--- src/rtl/sme_feeder_pkg.sv ---
// Shared definitions for the string-matching-engine feeder and matcher.
package sme_feeder_pkg;

  localparam logic [7:0]  LINE_TERM   = 8'h0A;
  localparam int unsigned STR_MAX_DEF = 32;
  localparam int unsigned PAT_MAX_DEF = 8;

  typedef enum logic [2:0] {
    COL_STR  = 3'd0,
    COL_PAT  = 3'd1,
    SEND_STR = 3'd2,
    SEND_PAT = 3'd3,
    WAIT_RES = 3'd4
  } feeder_state_e;

endpackage

--- src/rtl/sme_line_buf.sv ---
// One-line byte buffer: appends bytes, latches the line length at the terminator,
// and offers an asynchronous read port for replay.
module sme_line_buf #(
  parameter int unsigned DEPTH = 8
) (
  input  logic                          clk,
  input  logic                          reset,
  input  logic                          wr_en,
  input  logic [7:0]                    wr_data,
  input  logic                          line_end,
  input  logic                          clr,
  input  logic [((DEPTH > 1) ? $clog2(DEPTH) : 1)-1:0] rd_addr,
  output logic [7:0]                    rd_data,
  output logic [$clog2(DEPTH + 1)-1:0]  len,
  output logic                          empty,
  output logic                          ovf
);

  localparam int unsigned AW = (DEPTH > 1) ? $clog2(DEPTH) : 1;
  localparam int unsigned LW = $clog2(DEPTH + 1);

  logic [7:0]    mem_q [DEPTH];
  logic [LW-1:0] wr_ptr_q, wr_ptr_d;
  logic [LW-1:0] len_q, len_d;
  logic          mem_we;

  always_comb begin
    wr_ptr_d = wr_ptr_q;
    len_d    = len_q;
    mem_we   = 1'b0;
    ovf      = 1'b0;
    if (clr) begin
      wr_ptr_d = '0;
      len_d    = '0;
    end else if (line_end) begin
      len_d    = wr_ptr_q;
      wr_ptr_d = '0;
    end else if (wr_en) begin
      // Bytes past the end are dropped; the line keeps its full-buffer length.
      if (wr_ptr_q < LW'(DEPTH)) begin
        mem_we   = 1'b1;
        wr_ptr_d = wr_ptr_q + LW'(1);
      end else begin
        ovf = 1'b1;
      end
    end
  end

  always_ff @(posedge clk) begin
    if (reset) begin
      wr_ptr_q <= '0;
      len_q    <= '0;
    end else begin
      wr_ptr_q <= wr_ptr_d;
      len_q    <= len_d;
    end
  end

  always_ff @(posedge clk) begin
    if (mem_we) mem_q[wr_ptr_q[AW-1:0]] <= wr_data;
  end

  assign rd_data = mem_q[rd_addr];
  assign len     = len_q;
  assign empty   = (wr_ptr_q == '0);

endmodule

--- src/rtl/sme_feeder.sv ---
// Collects string/pattern lines from a byte stream, replays them to the matcher
// as contiguous bursts, and returns one result per pattern.
module sme_feeder
  import sme_feeder_pkg::*;
#(
  parameter int unsigned STR_MAX  = STR_MAX_DEF,
  parameter int unsigned PAT_MAX  = PAT_MAX_DEF,
  parameter int unsigned WD_LIMIT = 255
) (
  input  logic       clk,
  input  logic       reset,
  input  logic       in_valid,
  input  logic [7:0] in_data,
  output logic       in_ready,
  output logic [7:0] chardata,
  output logic       isstring,
  output logic       ispattern,
  input  logic       sme_valid,
  input  logic       sme_match,
  input  logic [4:0] sme_index,
  output logic       res_valid,
  output logic       res_match,
  output logic [4:0] res_index,
  output logic [7:0] res_id,
  output logic       err_ovf,
  output logic       err_wd
);

  localparam int unsigned SAW = (STR_MAX > 1) ? $clog2(STR_MAX) : 1;
  localparam int unsigned PAW = (PAT_MAX > 1) ? $clog2(PAT_MAX) : 1;
  localparam int unsigned SLW = $clog2(STR_MAX + 1);
  localparam int unsigned PLW = $clog2(PAT_MAX + 1);
  localparam int unsigned CW  = (SLW > PLW) ? SLW : PLW;
  localparam int unsigned WW  = $clog2(WD_LIMIT + 1);

  feeder_state_e state_q, state_d;
  logic [CW-1:0] idx_q, idx_d;
  logic [WW-1:0] wd_q, wd_d;
  logic          first_q, first_d;
  logic [7:0]    chardata_q, chardata_d;
  logic          isstring_q, isstring_d, ispattern_q, ispattern_d;
  logic          res_valid_q, res_valid_d, res_match_q, res_match_d;
  logic [4:0]    res_index_q, res_index_d;
  logic [7:0]    res_id_q, res_id_d;
  logic          err_ovf_q, err_ovf_d, err_wd_q, err_wd_d;

  logic           str_wr, str_end, str_clr, str_empty, str_ovf;
  logic           pat_wr, pat_end, pat_empty, pat_ovf;
  logic [7:0]     str_rd_data, pat_rd_data;
  logic [SLW-1:0] str_len;
  logic [PLW-1:0] pat_len;
  logic [CW-1:0]  str_len_w, pat_len_w;
  logic           acc, is_term;

  sme_line_buf #(.DEPTH(STR_MAX)) u_str_buf (
    .clk      (clk),
    .reset    (reset),
    .wr_en    (str_wr),
    .wr_data  (in_data),
    .line_end (str_end),
    .clr      (str_clr),
    .rd_addr  (idx_q[SAW-1:0]),
    .rd_data  (str_rd_data),
    .len      (str_len),
    .empty    (str_empty),
    .ovf      (str_ovf)
  );

  sme_line_buf #(.DEPTH(PAT_MAX)) u_pat_buf (
    .clk      (clk),
    .reset    (reset),
    .wr_en    (pat_wr),
    .wr_data  (in_data),
    .line_end (pat_end),
    .clr      (1'b0),
    .rd_addr  (idx_q[PAW-1:0]),
    .rd_data  (pat_rd_data),
    .len      (pat_len),
    .empty    (pat_empty),
    .ovf      (pat_ovf)
  );

  assign in_ready  = (state_q == COL_STR) || (state_q == COL_PAT);
  assign acc       = in_valid && in_ready;
  assign is_term   = (in_data == LINE_TERM);
  assign str_len_w = CW'(str_len);
  assign pat_len_w = CW'(pat_len);

  always_comb begin
    state_d     = state_q;
    idx_d       = idx_q;
    wd_d        = wd_q;
    first_d     = first_q;
    chardata_d  = '0;
    isstring_d  = 1'b0;
    ispattern_d = 1'b0;
    res_valid_d = 1'b0;
    res_match_d = res_match_q;
    res_index_d = res_index_q;
    // res_id holds its value through the result pulse and advances afterwards.
    res_id_d    = res_valid_q ? res_id_q + 8'd1 : res_id_q;
    err_ovf_d   = err_ovf_q | str_ovf | pat_ovf;
    err_wd_d    = err_wd_q;
    str_wr      = 1'b0;
    str_end     = 1'b0;
    str_clr     = 1'b0;
    pat_wr      = 1'b0;
    pat_end     = 1'b0;
    case (state_q)
      COL_STR: begin
        if (acc) begin
          if (!is_term) begin
            str_wr = 1'b1;
          end else if (!str_empty) begin
            str_end  = 1'b1;
            first_d  = 1'b1;
            res_id_d = '0;
            state_d  = COL_PAT;
          end
        end
      end
      COL_PAT: begin
        if (acc) begin
          if (!is_term) begin
            pat_wr = 1'b1;
          end else if (pat_empty) begin
            str_clr = 1'b1;
            state_d = COL_STR;
          end else begin
            pat_end = 1'b1;
            idx_d   = '0;
            state_d = first_q ? SEND_STR : SEND_PAT;
          end
        end
      end
      SEND_STR: begin
        isstring_d = 1'b1;
        chardata_d = str_rd_data;
        if (idx_q == str_len_w - CW'(1)) begin
          idx_d   = '0;
          state_d = SEND_PAT;
        end else begin
          idx_d = idx_q + CW'(1);
        end
      end
      SEND_PAT: begin
        ispattern_d = 1'b1;
        chardata_d  = pat_rd_data;
        if (idx_q == pat_len_w - CW'(1)) begin
          idx_d   = '0;
          wd_d    = '0;
          first_d = 1'b0;
          state_d = WAIT_RES;
        end else begin
          idx_d = idx_q + CW'(1);
        end
      end
      WAIT_RES: begin
        if (sme_valid) begin
          res_valid_d = 1'b1;
          res_match_d = sme_match;
          res_index_d = sme_index;
          state_d     = COL_PAT;
        end else if (wd_q == WW'(WD_LIMIT - 1)) begin
          err_wd_d    = 1'b1;
          res_valid_d = 1'b1;
          res_match_d = 1'b0;
          res_index_d = '0;
          state_d     = COL_PAT;
        end else begin
          wd_d = wd_q + WW'(1);
        end
      end
      default: state_d = COL_STR;
    endcase
  end

  always_ff @(posedge clk) begin
    if (reset) begin
      state_q     <= COL_STR;
      idx_q       <= '0;
      wd_q        <= '0;
      first_q     <= 1'b0;
      chardata_q  <= '0;
      isstring_q  <= 1'b0;
      ispattern_q <= 1'b0;
      res_valid_q <= 1'b0;
      res_match_q <= 1'b0;
      res_index_q <= '0;
      res_id_q    <= '0;
      err_ovf_q   <= 1'b0;
      err_wd_q    <= 1'b0;
    end else begin
      state_q     <= state_d;
      idx_q       <= idx_d;
      wd_q        <= wd_d;
      first_q     <= first_d;
      chardata_q  <= chardata_d;
      isstring_q  <= isstring_d;
      ispattern_q <= ispattern_d;
      res_valid_q <= res_valid_d;
      res_match_q <= res_match_d;
      res_index_q <= res_index_d;
      res_id_q    <= res_id_d;
      err_ovf_q   <= err_ovf_d;
      err_wd_q    <= err_wd_d;
    end
  end

  assign chardata  = chardata_q;
  assign isstring  = isstring_q;
  assign ispattern = ispattern_q;
  assign res_valid = res_valid_q;
  assign res_match = res_match_q;
  assign res_index = res_index_q;
  assign res_id    = res_id_q;
  assign err_ovf   = err_ovf_q;
  assign err_wd    = err_wd_q;

endmodule

--- config.mk ---
export PLATFORM = sky130hd
export DESIGN_NAME = sme_feeder
export DESIGN_NICKNAME = d
export VERILOG_FILES = /design/src/rtl/sme_feeder_pkg.sv /design/src/rtl/sme_line_buf.sv /design/src/rtl/sme_feeder.sv
export SDC_FILE = /design/constraint.sdc
export NUM_CORES = 1
export LEC_CHECK = 0
export ABC_AREA = 1
export CORE_MARGIN = 5
export CORE_UTILIZATION = 62
export DETAILED_ROUTE_END_ITERATION = 10
export PLACE_DENSITY = 0.9
export SLEW_MARGIN = 0
export SYNTH_ARGS = -nofsm -noshare
export SYNTH_HDL_FRONTEND = slang
export SYNTH_HIERARCHICAL = 1
export SYNTH_SLANG_ARGS = --single-unit
--- constraint.sdc ---
create_clock -name clk -period 3.2 [get_ports clk]
set_clock_uncertainty 0.1 [all_clocks]
set_input_delay 0.32 -clock clk [delete_from_list [all_inputs] [get_ports clk]]
set_output_delay 0.32 -clock clk [all_outputs]
set_load 0.01 [all_outputs]
Word-level counts from Yosys, hierarchy flattened
Memory sizes are Yosys's and may differ from the RTL's. A register that Yosys moved wholly into a read port is not among the register bits.
Cells that the tools add are included.
{ "totals": {"rom_bits": 0, "latchBits": 0, "in_bits": 18, "mem_count": 2, "register_bits": 65, "ramBits": 320} }
{ "mem_list": {"columns": ["memory", "words", "word_bits", "read_ports", "rd_clocked_by_memory_dff", "write_ports", "line_no", "source"], "rows": [
  ["u_str_buf.mem_q", 32, 8, 1, 1, 1, "sme_line_buf.sv:22", "logic [7:0] mem_q [DEPTH];"],
  ["u_pat_buf.mem_q", 8, 8, 1, 1, 1, "sme_line_buf.sv:22", null]
]} }
{ "classes": {"bitwise_logic": 4, "n_div": 0, "add_sub_neg": 7, "reduce_logical": 21, "n_shift": 0, "eq_ne": 19, "n_mul": 0, "n_mux": 79, "magnitude_cmp": 2} }
{ "ops": {"columns": ["cell", "n"], "rows": [
  ["8-bit 2-to-1 mux", 8],
  ["1-bit 2-to-1 mux", 45],
  ["3-bit 2-to-1 mux", 11],
  ["8-bit case mux with 2 select lines", 2],
  ["6-bit 2-to-1 mux", 5],
  ["5-bit 2-to-1 mux", 4],
  ["2-bit != test (second input constant)", 10],
  ["6-bit case mux with 3 select lines", 1],
  ["8-bit by 1-bit adder with 8-bit output (second input constant)", 2],
  ["3-bit case mux with 5 select lines", 1],
  ["6-bit by 1-bit adder with 6-bit output (second input constant)", 2],
  ["6-bit == test", 2],
  ["8-bit by 4-bit == test with 1-bit output (second input constant)", 1],
  ["8-bit == test (second input constant)", 1],
  ["4-bit AND reduction", 2],
  ["8-bit AND reduction", 1],
  ["3-bit by 2-bit == test with 1-bit output (second input constant)", 2],
  ["6-bit zero test", 1],
  ["6-bit less-than comparator (second input constant)", 1],
  ["2-bit AND reduction", 3],
  ["2-bit nonzero test", 3],
  ["2-bit OR reduction", 3],
  ["6-bit by 1-bit subtractor with 6-bit output (second input constant)", 1],
  ["5-bit AND reduction", 1],
  ["other kinds (17)", 19]
]} }

Longest topological paths before layout
Gate-level depths: netlist of the first run.
{ "depth": {"word_depth": 10, "depth_mapped": 15, "depth_no_buf": 15} }

Hierarchy
The synthesis of the first run kept the hierarchy.
{ "modules_own_cells": {"columns": ["mod", "cells_per_inst", "instances", "area_each_um2"], "rows": [
  ["sme_line_buf at u_str_buf", 976, 1, 11026.8],
  ["sme_line_buf at u_pat_buf", 338, 1, 3254.4],
  ["sme_feeder", 360, 1, 2467.4]
]} }

Worst setup path before layout of the first run
OpenSTA, ideal clock, no wires.
{ "synth_path": {"kind": "reg-to-reg", "start": "register state_q[2]", "end": "memory u_str_buf.mem_q[24][0] (enable)", "slack_ns": 0.876, "setup_time_ns": 0.370, "path_buffers": 0, "arrival_time_ns": 1.854, "path_stages_with_launch": 12, "path_cell_list": "dfxtp_1 inv_2 nand2_1 nor2_1 inv_1 nor3_1 inv_1 nor2_1 inv_1 nor3_2 nand2_1 nor2_1"} }
{ "synth_via": {"elab_chain_cells": 10, "word_cells_on_any_way": 15, "classes_between": "1 x eq/ne; 11 x mux; 3 x reduce/logical"} }
{ "synth_lines": {"columns": ["item", "line_no", "source"], "rows": [
  ["from (decl)", "sme_feeder.sv:36", "feeder_state_e state_q, state_d;"],
  ["from (signal assigned)", "sme_feeder.sv:194", "state_q <= state_d;"],
  ["3-bit by 1-bit == test with 1-bit output / 3-bit zero test (equally long branches)", "sme_feeder.sv:83, sme_feeder.sv:109", null],
  ["1-bit logical OR", "sme_feeder.sv:83", "assign in_ready = (state_q == COL_STR) || (state_q == COL_PAT);"],
  ["1-bit logical AND", "sme_feeder.sv:84", "assign acc = in_valid && in_ready;"],
  ["1-bit 2-to-1 mux", null, null],
  ["1-bit 2-to-1 mux *", "sme_feeder.sv:109", "case (state_q)"],
  ["via str_wr", "sme_feeder.sv:47", "logic str_wr, str_end, str_clr, str_empty, str_ovf;"],
  ["1-bit 2-to-1 mux *", "sme_line_buf.sv:38", "end else if (wr_en) begin"],
  ["1-bit 2-to-1 mux *", "sme_line_buf.sv:35", "end else if (line_end) begin"],
  ["1-bit 2-to-1 mux *", "sme_line_buf.sv:32", "if (clr) begin"],
  ["1-bit 2-to-1 mux *", "sme_line_buf.sv:60", "if (mem_we) mem_q[wr_ptr_q[AW-1:0]] <= wr_data;"],
  ["1-bit 2-to-1 mux (not written as such) *", "sme_line_buf.sv:60", null],
  ["to (decl)", "sme_line_buf.sv:22", null]
]} }
The timed path passes the listed nets; every way through them passes the cells marked *.

Worst setup path after layout of the first run
{ "layout_path": {"start": "register u_str_buf.wr_ptr_q[2]", "end": "memory u_str_buf.mem_q[23][6] (enable)"} }
{ "layout_via": {"elab_chain_cells": 9, "word_cells_on_any_way": 12, "classes_between": "1 x order compare; 10 x mux; 1 x reduce/logical"} }
{ "layout_lines": {"columns": ["item", "line_no", "source"], "rows": [
  ["from (decl)", "sme_line_buf.sv:23", "logic [LW-1:0] wr_ptr_q, wr_ptr_d;"],
  ["from (signal assigned)", "sme_line_buf.sv:54", "wr_ptr_q <= wr_ptr_d;"],
  ["6-bit zero test", "sme_line_buf.sv:65", "assign empty = (wr_ptr_q == '0);"],
  ["via str_empty", "sme_feeder.sv:47", null],
  ["1-bit 2-to-1 mux", "sme_feeder.sv:114", "end else if (!str_empty) begin"],
  ["1-bit 2-to-1 mux", "sme_feeder.sv:112", "if (!is_term) begin"],
  ["1-bit 2-to-1 mux", "sme_feeder.sv:111", "if (acc) begin"],
  ["1-bit 2-to-1 mux", "sme_feeder.sv:109", null],
  ["via str_end", "sme_feeder.sv:47", null],
  ["1-bit 2-to-1 mux", "sme_line_buf.sv:35", null],
  ["1-bit 2-to-1 mux", "sme_line_buf.sv:32", null],
  ["1-bit 2-to-1 mux", "sme_line_buf.sv:60", null],
  ["1-bit 2-to-1 mux (not written as such)", "sme_line_buf.sv:60", null]
]} }
The timed path passes the listed nets, and every way through them passes these cells.

==> results of run 1 <==
[worst max-delay path, delay by kind of cell, from the launching register on]
kind / cells / cell delay, ns
buffers and inverters: 3 / 0.69
flip-flops: 1 / 0.42
AND/OR/NAND/NOR: 6 / 1.13
[kinds of logic (layout without fill, tap and decap cells)]
| family | Yosys count | count (layout) | synth area share [%] |
|---|---|---|---|
| adders and majority gates | 12 | 12 | 0.896 |
| xor gates and xnor gates | 16 | 16 | 0.837 |
| other | 1 | 3 | 0.0224 |
| DFF | 385 | 385 | 65.1 |
| AOI/OAI and AO/OA | 63 | 63 | 2.11 |
| and+or+nand+nor | 992 | 992 | 25.2 |
| buffers and inverters | 205 | 312 | 5.82 |
[worst max-delay path by stage]
| stage | start | endpoint | slack (ns) | cells after the start |
|---|---|---|---|---|
| after floorplan | state_q[2] | u_str_buf/mem_q[24][0] | 0.88 | 11 |
| after global placement | in_data[4] | u_str_buf/mem_q[1][2] | 0.35 | 14 |
| after detailed placement | in_data[4] | u_str_buf/mem_q[1][2] | 0.28 | 14 |
| after CTS | state_q[2] | u_str_buf/mem_q[23][6] | 0.67 | 13 |
| after global routing | state_q[2] | u_str_buf/mem_q[23][6] | 0.41 | 13 |
| final | u_str_buf/wr_ptr_q[2] | u_str_buf/mem_q[23][6] | 0.61 | 9 |
[layer usage]
layer	vias up	track usage [%]
met2	1028	43.8
met5	-	0
met3	205	5.15
met1	5816	34.9
li1	5741	-
met4	0	12.5
[synthesized netlist by cell type (3+ instances only)]
cell type  number
xor2_1         10
clkbuf_1       10
buf_6           6
nand4_1         7
buf_2          20
buf_4          28
a22o_1          8
ha_1           12
edfxtp_1      320
or2_1           3
nor2_2          8
nand3_1       262
dfxtp_1        65
nor2_1        108
o21ai_0        20
buf_1           4
inv_1         125
nand2_2        11
nor3_1         11
nand2_4         3
xnor2_1         6
inv_2           8
nand2_1       568
a21oi_1        32
[sequential cells by signal, indices dropped and copies added, names as in the netlist, 3 cells and up]
| name | cells |
|---|---|
| u_str_buf/mem_q | 256 |
| u_pat_buf/mem_q | 64 |
| wd_q | 8 |
| res_index | 5 |
| u_pat_buf/wr_ptr_q | 4 |
| chardata | 8 |
| u_str_buf/len | 6 |
| state_q | 3 |
| res_id | 8 |
| u_str_buf/wr_ptr_q | 6 |
| u_pat_buf/len | 4 |
| idx_q | 6 |
[layout by cell type, fill, tap and decap left out, types with 10 or more instances in the layout]
cell,n
nand2_1,568
edfxtp_1,320
nand3_1,262
inv_1,125
nor2_1,108
dfxtp_1,63
buf_4,62
clkdlybuf4s50_1,45
clkbuf_16,37
a21oi_1,32
o21ai_0,20
ha_1,12
nor3_1,11
nand2_2,11
xor2_1,10
[area by class of cell]
| cell class | count | area (um^2) | area share (%) |
|---|---|---|---|
| Clock buffer | 45 | 976 | 5.17 |
| Clock inverter | 19 | 148 | 0.782 |
| Inverter | 135 | 510 | 2.70 |
| Multi-Input combinational cell | 1086 | 4870 | 25.8 |
| Sequential cell | 385 | 10900 | 57.8 |
| Tap cell | 341 | 427 | 2.26 |
| Timing Repair Buffer | 113 | 1040 | 5.49 |
[where the power goes]
| part | internal, mW | switching (mW) | leakage, nW | total, mW |
|---|---|---|---|---|
| Sequential | 5.44 | 0.00779 | 3.41 | 5.45 |
| Clock | 2.27 | 1.79 | 0.537 | 4.06 |
| Combinational | 0.0644 | 0.181 | 3.41 | 0.245 |
| Total | 7.77 | 1.98 | 7.35 | 9.75 |
[per-stage QoR]
stage	util [%]	instance area (um^2)	setup slack, ns	power, mW	hold WS, ns
final	70.5	18900	0.612	9.75	0.280
after floorplan	-	16800	0.876	5.63	0.319
after detailed placement	66.3	17800	0.282	5.80	0.356
after global placement	66.3	17800	0.354	5.79	0.351
after CTS	70.5	18900	0.671	9.78	0.270
after global routing	70.5	18900	0.410	10.0	0.283
==> flow_summary_export.csv, run 1 <==
group,metric,value,unit
yosys,synth_edf_count,320,
routing,viasPerCell,6.02,
floorplanning,core,26800,um^2
routing,wl_met2,19000,um
critical_path,max_stage_delay,0.42,ns
placed_design,routabilityCongestion,0.905,
sta,min_period_over_period,80.9,%
placed_design,dp.cells,2060,
clock_network,hold_buffers,0,
routing,dr_wl_met3,5250,um
power,ir_drop,536,uV
critical_path,path_cells,"clkinv_1 > nand2_1 > nor2_1 > nor3_1 > nor3_2 > nand2_1 > buf_4 > nor2_1 > buf_4",
clock_network,cts_buffers,36,
yosys,seq_area_frac_synth,65.1,%
clock_network,ctsResizeCount,0,
floorplanning,fp.dieH,174,um
sta,drv_slew,0,
routing,first_pass_iters,9,
yosys,netlist_area,16700,um^2
yosys,syn_inst,1674,
sta,max_freq,386,MHz
critical_path,reg2reg_depth,9,
critical_path,start_kind,"register",
global_routing,grt_pass1_wl,64600,um
global_routing,grt-ovfl-total,0,
sta,worst_pin_slew,1.05,ns
clock_network,cts_tree,"built",
clock_network,clock_sinks,385,
floorplanning,dieArea,30400,um^2
routing,drtAntennaViolNets,0,
critical_path,crit_path_max_fanout,9,
hold_path,worstHoldEndpoint,"res_index[1]",
yosys,yosys.area.top_type,"edfxtp_1",
routing,top_layer,"met4",
global_routing,grt_pass1_vias,12285,
critical_path,required,3.37,ns
yosys,ys_warn_count,6,
sta,finalHoldViolations,0,
routing,met1_length,14600,um
global_routing,groute.usage.overall,26.8,%
sta,relSlewSlack,30.0,%
yosys,synthArstFlopShare,0,%
critical_path,cp_slowest_cell,"dfxtp_1",
yosys,synth_ff_type,"edfxtp_1",
routing,wirelength,41200,um
cells_and_area,fin_cells,2124,
sta,min_period,2.59,ns
cells_and_area,nets,1787,
critical_path,r2r_end,"u_str_buf/mem_q[23][6]",
routing,route.detailed.drc,0,
global_routing,grt_max_degree,129,
critical_path,worst_setup_path_end_kind,"register",
cells_and_area,n_antenna_cell,0,
power,powerDensity,516,nW/um^2
flow_run,cap_violations,0,
yosys,synth_area_leaders,"edfxtp_1 57%, nand2_1 13%, nand3_1 7.8%, dfxtp_1 7.8%, inv_1 2.8%",
clock_network,cts_buffer_depth,3,
sta,finalSetupViolCount,0,
yosys,synth_top_area_share,57.4,%
critical_path,worstPathArrival,2.75,ns
cells_and_area,num-fill-cells,1624,
clock_network,post_cts_buffers,0,
clock_network,clk_pin_slew,0.06,ns
cells_and_area,area_growth,12.7,%
routing,wl_per_cell,19.4,um
run_status,status,"finished clean",
hold_path,holdPathStages,3,
floorplanning,die_width,174,um
clock_network,clock_latency,0.53,ns
global_routing,antenna_found_initial,0,
hold_path,min_from,"sme_index[1]",
critical_path,path_class,"reg -> reg",
sta,fin_setup_tns,0,ns
yosys,synth_seq_cells,385,
yosys,ys_types,38,
floorplanning,start_util,62.5,%
floorplanning,pin_count,46,
clock_network,h-tree-depth,2,
hold_path,worstHoldPathType,"in -> reg",
clock_network,cts_root_buf,"clkbuf_16",
placed_design,post-dp-hpwl,24700,um
critical_path,r2r-start,"u_str_buf/wr_ptr_q[2]",
yosys,syn_area_per_cell,10.0,um^2
power,p_leak,7.35,nW
critical_path,reg2reg_slack,0.61,ns
sta,rsz0062_at_grt,"false",
floorplanning,core.rowCount,60,
routing,vias,12790,
routing,initialDrtViolationCount,1942,
cells_and_area,drive_above_1_share,8.97,%
placed_design,port_buffers,45,
Note: power is estimated with default switching activity, not from simulation.
==> inputs of run 2 (changes only) <==
--- a/config.mk
+++ b/config.mk
@@ -7,9 +7,9 @@
 export LEC_CHECK = 0
 export ABC_AREA = 1
 export CORE_MARGIN = 5
-export CORE_UTILIZATION = 62
+export CORE_UTILIZATION = 56
 export DETAILED_ROUTE_END_ITERATION = 10
-export PLACE_DENSITY = 0.9
+export PLACE_DENSITY = 0.86
 export SLEW_MARGIN = 0
 export SYNTH_ARGS = -nofsm -noshare
 export SYNTH_HDL_FRONTEND = slang
==> constraint.sdc (replaced) <==
create_clock -name clk -period 2.2 [get_ports clk]
set_clock_uncertainty 0.1 [all_clocks]
set_input_delay 0.22 -clock clk [delete_from_list [all_inputs] [get_ports clk]]
set_output_delay 0.22 -clock clk [all_outputs]
set_load 0.01 [all_outputs]
==> run 2 against run 1 <==
The run now ends with setup timing left; global-route usage fell by 1.4 points; combinational power up 87%; final cell count up 5.4%; sequential cell count unchanged; total power rose by 55%; die area grew 10%; via count rose by 3.6%; clock-buffer cell count grew 1; clock power rose by 66%; worst setup slack got worse by 0.70 ns; cell area is 6.4% higher; critical path type unchanged; largest cell class unchanged.
==> flow_summary_export.csv, run 2 (same netlist as run 1, synthesis figures left out) <==
group,metric,value,unit
run_status,status,"finished, violations left",
run_status,violations,"setup timing",
cells_and_area,largest_reg_flops,256,
critical_path,path_cells,"inv_2 > nand2_4 > nor2_4 > inv_2 > nor3_2 > inv_1 > nor2_2 > inv_2 > nor3_4 > buf_6 > nand2_4 > buf_12 > nor2_4 > buf_6",
cells_and_area,area_growth,20.0,%
clock_network,cts_buffers,39,
critical_path,start_kind,"register",
cells_and_area,final_common_cell,"nand2_1",
routing,drtAntennaViolNets,0,
placed_design,post-dp-hpwl,26200,um
floorplanning,start_util,56.7,%
cells_and_area,final_cell_mix,"560 x nand2_1, 320 x edfxtp_1, 262 x nand3_1",
floorplanning,die_width,183,um
clock_network,cts_tree,"built",
global_routing,antenna_found_initial,0,
cells_and_area,nets,1848,
cells_and_area,drive_above_1_share,14.7,%
clock_network,h-tree-depth,2,
routing,route.detailed.drc,0,
global_routing,grt_pass1_vias,12859,
floorplanning,pin_count,46,
clock_network,cts_buffer_depth,3,
sta,min_period_over_period,104,%
sta,fin_ws,-0.0933,ns
clock_network,hold_buffers,0,
floorplanning,dieArea,33500,um^2
clock_network,clock_sinks,385,
critical_path,path_class,"reg -> reg",
critical_path,crit_path_max_fanout,8,
critical_path,max_stage_delay,0.32,ns
placed_design,port_buffers,45,
clock_network,cts_root_buf,"clkbuf_16",
cells_and_area,fin_area,20100,um^2
critical_path,worst_setup_path_end_kind,"register",
routing,wl_per_cell,20.1,um
critical_path,worstPathArrival,2.44,ns
sta,finalHoldViolations,0,
flow_run,cap_violations,0,
cells_and_area,n_antenna_cell,0,
sta,worst_pin_slew,0.667,ns
power,p_total,15.1,mW
sta,min_period,2.29,ns
cells_and_area,seqCellArea,10900,um^2
routing,viasPerCell,5.92,
sta,rsz0062_at_grt,"true",
floorplanning,core,29600,um^2
cells_and_area,num-fill-cells,1846,
placed_design,placed_area,18200,um^2
power,ir_drop,660,uV
sta,max_freq,436,MHz
critical_path,required,2.35,ns
routing,vias,13249,
critical_path,cp_common_cell,"inv_2",
clock_network,clk_pin_slew,0.06,ns
critical_path,cp_slowest_cell,"dfxtp_1",
routing,initialDrtViolationCount,1951,
power,p_leak,7.84,nW
floorplanning,fp.dieH,183,um
global_routing,grt_max_degree,97,
power,powerDensity,753,nW/um^2
hold_path,worstHoldPathType,"in -> reg",
sta,finalSetupViolCount,255,
cells_and_area,final_util,68.0,%
placed_design,routabilityCongestion,0.910,
cells_and_area,multiInputGateArea,5160,um^2
global_routing,groute.usage.overall,25.4,%
global_routing,grt_pass1_wl,67600,um
sta,relSlewSlack,55.4,%
routing,wirelength,44900,um
floorplanning,core.rowCount,63,
clock_network,clock_latency,0.54,ns
global_routing,grt-ovfl-total,0,
sta,drv_slew,0,
routing,first_pass_iters,7,
[run 2: changes by cell type in the layout (fill, tap and decap cells not counted), moves of 5 or more]
cell,previous run,this run
nor2_1,108,72
bufinv_16,1,6
nand2_1,568,560
buf_6,0,38
nor2_4,2,22
nor2_2,8,24
buf_4,62,73
buf_12,6,13
[run 2: through the flow]
step | hold slack (ns) | setup slack (ns) | TNS [ns] | std cells
detailed placement | 0.355 | -0.600 | -177.45 | 2155
global route | 0.190 | -0.169 | -35.91 | 2238
CTS | 0.172 | -0.0670 | -8.17 | 2233
finish | 0.190 | -0.0933 | -14.07 | 2238
global placement | 0.349 | -0.558 | -164.24 | 2155
floorplan | 0.219 | -0.124 | -31.80 | 1676
[run 2: layout make-up]
cell class,instances,share of cell area [%]
flip-flops and latches,385,54.3
multi-input cells,1086,25.7
repair buffers,171,8.54
clock buffers,46,5.09
inverters,135,2.54
well taps,390,2.43
clock inverters,25,1.41
[run 2: metal layers]
layer | global-route usage [%] | up-vias | part of all wire, %
li1 | - | 5868 | -
met1 | 31.8 | 6188 | 36
met2 | 42.8 | 990 | 48
met3 | 4.70 | 203 | 11
met4 | 12.7 | 0 | 5.3
met5 | 0 | - | 0
[run 2: worst paths after layout]
check | to | depth (start not counted) | slack [ns] | start
worst max-delay path | u_str_buf/mem_q[18][2] | 14 | -0.09 | state_q[2]
worst min register to register | res_index[4] | 2 | 0.37 | res_index[4]
worst max register to register | u_str_buf/mem_q[18][2] | 14 | -0.09 | state_q[2]
worst min-delay path | res_match | 3 | 0.19 | sme_match
[run 2: worst max-delay path, delay by kind of cell, from the launching register on]
| kind | cells | cell delay, ns |
|---|---|---|
| and+or+nand+nor | 7 | 0.78 |
| buffers and inverters | 7 | 0.80 |
| DFF | 1 | 0.32 |
[run 2: power breakdown]
group | switching (mW) | total [mW] | internal, mW | leakage, nW
Sequential | 0.00880 | 7.93 | 7.92 | 3.41
Combinational | 0.312 | 0.458 | 0.146 | 3.79
Clock | 2.71 | 6.75 | 4.04 | 0.634
Total | 3.03 | 15.1 | 12.1 | 7.84
[run 2: repair_timing]
action                                  in CTS  in global routing
hold endpoints to repair                     0                  0
buffers inserted                             7                  5
endpoints found under the setup margin     256                327
resized for setup                           60                 70
pin swaps                                    4                  6
